[src/rtl/pipeline_hazard_controller.sv]
// Central stall/flush sequencer for the 5-stage pipeline.
// Handles load-use stalls, taken-branch flushes of IF/ID, and a front-end hold
// while the multi-cycle MDU is busy. The MDU hold is bounded by a watchdog.
// Also keeps a stall-cycle performance counter and a sticky watchdog error.
module pipeline_hazard_controller #(
    parameter int REG_AW  = 5,
    parameter int CNT_W   = 32,
    parameter int MDU_MAX = 64
) (
    input  logic              clock,
    input  logic              reset,
    input  logic [REG_AW-1:0] id_rs,
    input  logic [REG_AW-1:0] id_rt,
    input  logic              id_uses_rs,
    input  logic              id_uses_rt,
    input  logic              ex_mem_read,
    input  logic [REG_AW-1:0] ex_rd,
    input  logic              branch_taken,
    input  logic              mdu_start,
    input  logic              mdu_done,
    output logic              pc_pause,
    output logic              if_id_pause,
    output logic              if_id_flush,
    output logic              id_ex_bubble,
    output logic              mdu_busy,
    output logic              mdu_timeout,
    output logic [CNT_W-1:0]  stall_cycles
);

    // Watchdog counts 0 .. MDU_MAX-1 while waiting on the MDU.
    localparam int WD_W = $clog2(MDU_MAX);
    localparam logic [WD_W-1:0] WD_LAST = WD_W'(MDU_MAX - 1);

    typedef enum logic {
        RUN      = 1'b0,
        MDU_WAIT = 1'b1
    } state_t;

    state_t          state;
    state_t          state_nxt;
    logic [WD_W-1:0] wdog;
    logic [WD_W-1:0] wdog_nxt;
    logic            load_use;
    logic            tmo_set;

    // A load in EX writing a register the ID instruction reads; r0 never hazards.
    always_comb begin
        load_use = ex_mem_read && (ex_rd != '0) &&
                   ((id_uses_rs && (id_rs == ex_rd)) ||
                    (id_uses_rt && (id_rt == ex_rd)));
    end

    // Next-state and stall/flush outputs. Load-use takes priority in RUN so the
    // stalled instruction re-presents its branch/MDU request next cycle.
    always_comb begin
        state_nxt    = state;
        wdog_nxt     = wdog;
        tmo_set      = 1'b0;
        pc_pause     = 1'b0;
        if_id_pause  = 1'b0;
        if_id_flush  = 1'b0;
        id_ex_bubble = 1'b0;
        mdu_busy     = 1'b0;
        case (state)
            RUN: begin
                if (load_use) begin
                    pc_pause     = 1'b1;
                    if_id_pause  = 1'b1;
                    id_ex_bubble = 1'b1;
                end else begin
                    if (branch_taken) begin
                        if_id_flush = 1'b1;
                    end
                    if (mdu_start) begin
                        state_nxt = MDU_WAIT;
                        wdog_nxt  = '0;
                    end
                end
            end
            MDU_WAIT: begin
                // Front end stays held through the done cycle itself.
                pc_pause     = 1'b1;
                if_id_pause  = 1'b1;
                id_ex_bubble = 1'b1;
                mdu_busy     = 1'b1;
                if (mdu_done) begin
                    state_nxt = RUN;
                end else if (wdog == WD_LAST) begin
                    tmo_set   = 1'b1;
                    state_nxt = RUN;
                end else begin
                    wdog_nxt = wdog + WD_W'(1);
                end
            end
            default: begin
                state_nxt = RUN;
            end
        endcase
    end

    // FSM state and watchdog registers.
    always_ff @(posedge clock or posedge reset) begin
        if (reset) begin
            state <= RUN;
            wdog  <= '0;
        end else begin
            state <= state_nxt;
            wdog  <= wdog_nxt;
        end
    end

    // Sticky watchdog error; cleared only by reset.
    always_ff @(posedge clock or posedge reset) begin
        if (reset) begin
            mdu_timeout <= 1'b0;
        end else if (tmo_set) begin
            mdu_timeout <= 1'b1;
        end
    end

    // Stall performance counter, wraps naturally at 2^CNT_W.
    always_ff @(posedge clock or posedge reset) begin
        if (reset) begin
            stall_cycles <= '0;
        end else if (pc_pause) begin
            stall_cycles <= stall_cycles + CNT_W'(1);
        end
    end

endmodule
[config.mk]
export PLATFORM = sky130hd
export DESIGN_NAME = pipeline_hazard_controller
export DESIGN_NICKNAME = d
export VERILOG_FILES = /design/src/rtl/pipeline_hazard_controller.sv
export SDC_FILE = /design/constraint.sdc
export NUM_CORES = 1
export LEC_CHECK = 0
export BUFFER_PORTS_ARGS = -buffer_cell sky130_fd_sc_hd__buf_4
export CAP_MARGIN = 0
export CORE_ASPECT_RATIO = 1.5
export CORE_MARGIN = 2
export CORE_UTILIZATION = 34
export CTS_BUF_LIST = sky130_fd_sc_hd__clkbuf_4 sky130_fd_sc_hd__clkbuf_8
export DETAILED_ROUTE_END_ITERATION = 12
export PLACE_DENSITY = 0.55
export SLEW_MARGIN = 25
export SYNTH_ARGS = -nofsm -noshare
export SYNTH_HDL_FRONTEND = slang
export SYNTH_SLANG_ARGS = --single-unit
[constraint.sdc]
create_clock -name clock -period 2.2 [get_ports clock]
set_clock_uncertainty 0.1 [all_clocks]
set_input_delay 0.11 -clock clock [delete_from_list [all_inputs] [get_ports clock]]
set_output_delay 0.11 -clock clock [all_outputs]
set_load 0.01 [all_outputs]
; Word-level counts from Yosys, hierarchy flattened
; Cells that the tools add are included.
[totals]
ff_bits = 40
input_bits = 23
elab_cells = 40
[classes]
add_sub_neg = 2
eq_ne = 7
mux = 19
n_bitwise = 1
n_reduce_logical = 7
[op_table]
columns = cell, n
row1 = adder 32 x 1 -> 32 bit (second input constant), 1
row2 = two-way mux 6 bit, 4
row3 = two-way mux 1 bit, 12
row4 = case mux 6 bit (2 select lines), 1
row5 = equality test 5 bit, 2
row6 = != test 2 bit (second input constant), 4
row7 = adder 6 x 1 -> 6 bit (second input constant), 1
row8 = equality test 6 bit (second input constant), 1
row9 = nonzero test 5 bit, 1
row10 = logical AND 1 bit, 4
row11 = case mux 1 bit (2 select lines), 2
row12 = AND reduction 4 bit, 1
row13 = logical OR 1 bit, 1
row14 = NOT 1 bit, 1

; Depth between registers and ports, before layout
[logic_depth]
word_depth = 6
mapped_depth = 8
mapped_depth_nobuf = 6

; Worst setup path after synthesis
; Ideal clock, no wire load.
[synth_timing]
kind = register to register
start = reg stall_cycles[5]
end = reg stall_cycles[30]
setup_time_ps = 125
arrival_time_ps = 1864
path_slack_ps = 110
stages_incl_launch_ff = 7
n_path_buf = 0
synth_period_minus_slack_ps = 2090
cell_sequence = dfrtp_1 nand4_2 nor3_2 nand4_2 or3_1 or3_1 xnor2_1
[synth_between]
elab_chain_cells = 1
[synth_rtl]
columns = item, line_no
row1 = from (decl), 27  ; output logic [CNT_W-1:0] stall_cycles
row2 = from (signal assigned), 126  ; stall_cycles <= stall_cycles + CNT_W'(1);
row3 = adder 32 x 1 -> 32 bit, 126
; No other way between the ends.
; A chain may end at the register's enable or synchronous reset.

; Worst setup path after layout
[layout_timing]
start = reg stall_cycles[8]
end = reg stall_cycles[30]
; Same word-level chain as after synthesis.

==> impl_metrics.ini <==
[timing]
finalHoldViolCount = 0
final-max-slew-violation-count = 0
setup_violations = 0
max_clock_freq_mhz = 502
min_period_ns = 1.99
tightest_slew_ns = 0.526
max-slew-margin-rel = 0.649
finalCritPeriodShare = 0.906
setup_tns_ns = 0
rsz0062_at_grt = no

[final_layout]
drive_gt1_frac = 0.321
nFillCells = 581
final_nets = 292
layout_common_cells = 69 x buf_4, 40 x dfrtp_1, 38 x xnor2_1
antennaDiodeCount = 0
mostFrequentLayoutCell = buf_4
area_growth_syn_to_layout_pct = 34.7
fin_util = 0.474

[synth]
syn-instance-count = 196
synth.mux.area_fraction = 0.0110
synth_compound_area_frac = 0.0519
ys_warn_count = 0
synthFlopType = dfrtp_1
synth_top_family_by_area = simple AND/OR/NAND/NOR gates
synthDistinctLibCells = 38
synth-xor-area-share = 0.175
synth_nets = 221
synth_edf_count = 0
netlist_area_um2 = 2050
synthArstFlopShare = 1.00
synthSimpleGateAreaFrac = 0.228
avgSynthCellArea_um2 = 10.5
ys_seq_area_frac = 0.488
synth_fa_ha_area_frac = 0.0122
synth_seq_cells = 40

[setup_path]
cp.arrival_ns = 2.08
crit_required_ns = 2.28
cp_max_fo = 4
slowest_delay_ns = 0.41
r2r_end = stall_cycles[30]
cp_num_buf_inv = 0
r2r_cells = 6
slowest_stage = dfrtp_1
path_delay_family = simple AND/OR/NAND/NOR gates
rrSetupSlack_ns = 0.21
crit_chain = nand4_2 -> nor3_2 -> nand4_2 -> or3_1 -> or3_1 -> xnor2_1
r2r_start = stall_cycles[8]
startpoint_type = flop
crit_type = reg2reg
end_kind = flop

[drt]
post-route-drc-count = 0
drt-total-wl_mm = 4.94
via_per_inst = 4.95
post_drt_wl_per_cell_um = 14.5
firstDrtPassIters = 4
vias = 1682
drt_iter0_markers = 65
ant_nets = 0

[floorplan]
rows = 34
ios = 61
fp.dieW_um = 67.4
start_util = 0.352
fp.dieH_um = 99.1
dieArea_um2 = 6680
core_area_um2 = 5830

[power]
switching_share = 0.311
p_sw_w = 0.000665
power.leakage_nw = 1.31
cellPowerDensity_nw_per_um2 = 774
pwr-share-clk = 0.282
p_total_w = 0.00214
max-vdd-ir-drop_uv = 304
pwr-share-comb = 0.267
seqPwrFrac = 0.451
p_int_w = 0.00147

[placed_design]
port_buffers = 60
place.gp.congestion = 0.702
dp_hpwl_mm = 3.67

[worst_hold_path]
holdCritPathClass = in2reg
whs_path_depth = 4
hp-start = mdu_done
hold_end = wdog[4]

[grt]
grt_pass1_wl_mm = 8.03
grt_usage = 0.161
overflow = 0
grt_start_max_net_pins = 41
grt_pass1_vias = 1658
antenna_found_initial = 0

[clocking]
clkTransAtPathRegs_ns = 0.08
clock_latency_ns = 0.29
clock_path_buffers = 2
clock-sinks = 40
cts_resized = 0
cts_tree = yes
numCtsBuffers = 5
htree_levels = 2
clockRootBuffer = clkbuf_8

[status]
status = finished clean

[run]
cap_violations = 0
## power by group through the flow
| stage | clock (W) | combinational [W] | sequential (W) |
|---|---|---|---|
| 2_1_floorplan | 0 | 0.000287 | 0.000978 |
| 3_3_place_gp | 0 | 0.000569 | 0.000975 |
| 3_5_place_dp | 0 | 0.000577 | 0.000979 |
| 4_1_cts | 0.000624 | 0.000585 | 0.000964 |
| 5_1_grt | 0.000656 | 0.000630 | 0.000984 |
| 6_report | 0.000601 | 0.000571 | 0.000963 |
## timing repair
| action | CTS | global route |
|---|---|---|
| hold endpoints to repair | 41 | 0 |
| hold buffers | 2 | 0 |
| buffers inserted | 0 | 0 |
## worst max-delay path by stage
| stage | from | end | slack [ns] | cells after the start |
|---|---|---|---|---|
| 2_1_floorplan | stall_cycles[5] | stall_cycles[30] | 0.11 | 6 |
| 3_3_place_gp | ex_rd[1] | stall_cycles[1] | 0.23 | 7 |
| 3_5_place_dp | stall_cycles[8] | stall_cycles[30] | 0.18 | 6 |
| 4_1_cts | stall_cycles[8] | stall_cycles[30] | 0.17 | 6 |
| 5_1_grt | stall_cycles[7] | stall_cycles[30] | 0.06 | 6 |
| 6_report | stall_cycles[8] | stall_cycles[30] | 0.21 | 6 |
## state kept, by name (all words and copies together) (netlist names)
name          count
mdu_timeout       1
state             1
wdog              6
stall_cycles     32
## per-layer routing
metal	GRT usage	vias to the layer above	part of all wire
li1	-	825	-
met1	0.188	812	0.40
met2	0.280	41	0.53
met3	0.0351	4	0.048
met4	0.0659	0	0.019
met5	0	-	0
## metrics by stage
step                      std cells  area [um2]  worst slack (ns)  hold WS, ns
after floorplan                 196        2050             0.110        0.116
after global placement          330        2630             0.227        0.183
after detailed placement        330        2630             0.177        0.184
after CTS                       340        2760             0.171       0.0906
after global routing            340        2760            0.0650        0.119
final                           340        2760             0.208       0.0925
## tightest hold or removal path, stage by stage
cell      delay [ns]
buf_4           0.08
nor2b_1         0.06
nand4_1         0.12
a221oi_1        0.08
## cells in the mapped netlist, drive strengths merged (3+ instances only)
library cell	number	share of area
clkbuf	4	0.0073
and2	4	0.013
buf	4	0.016
xnor2	38	0.16
dfrtp	40	0.49
xor2	3	0.013
inv	5	0.0092
nor2	6	0.011
nor3	5	0.015
nand4	17	0.058
nand3	15	0.037
a21o	4	0.015
nand2	16	0.029
and3	8	0.025
## area by class of cell
type	instances	area, um2	area share
multi-input combinational	143	981	0.355
inverter	5	18.8	0.00680
clock buffer	6	76.3	0.0277
tap	72	90.1	0.0326
timing repair buffer	72	558	0.202
sequential	40	1000	0.363
clock inverter	2	35.0	0.0127
## cell families after synthesis
group,after synthesis
xor+xnor,41
simple gates,83
fa+ha+maj,2
buf+inv,13
compound gates,15
flops,40
mux,2
Power figures use the tool's default switching activity.
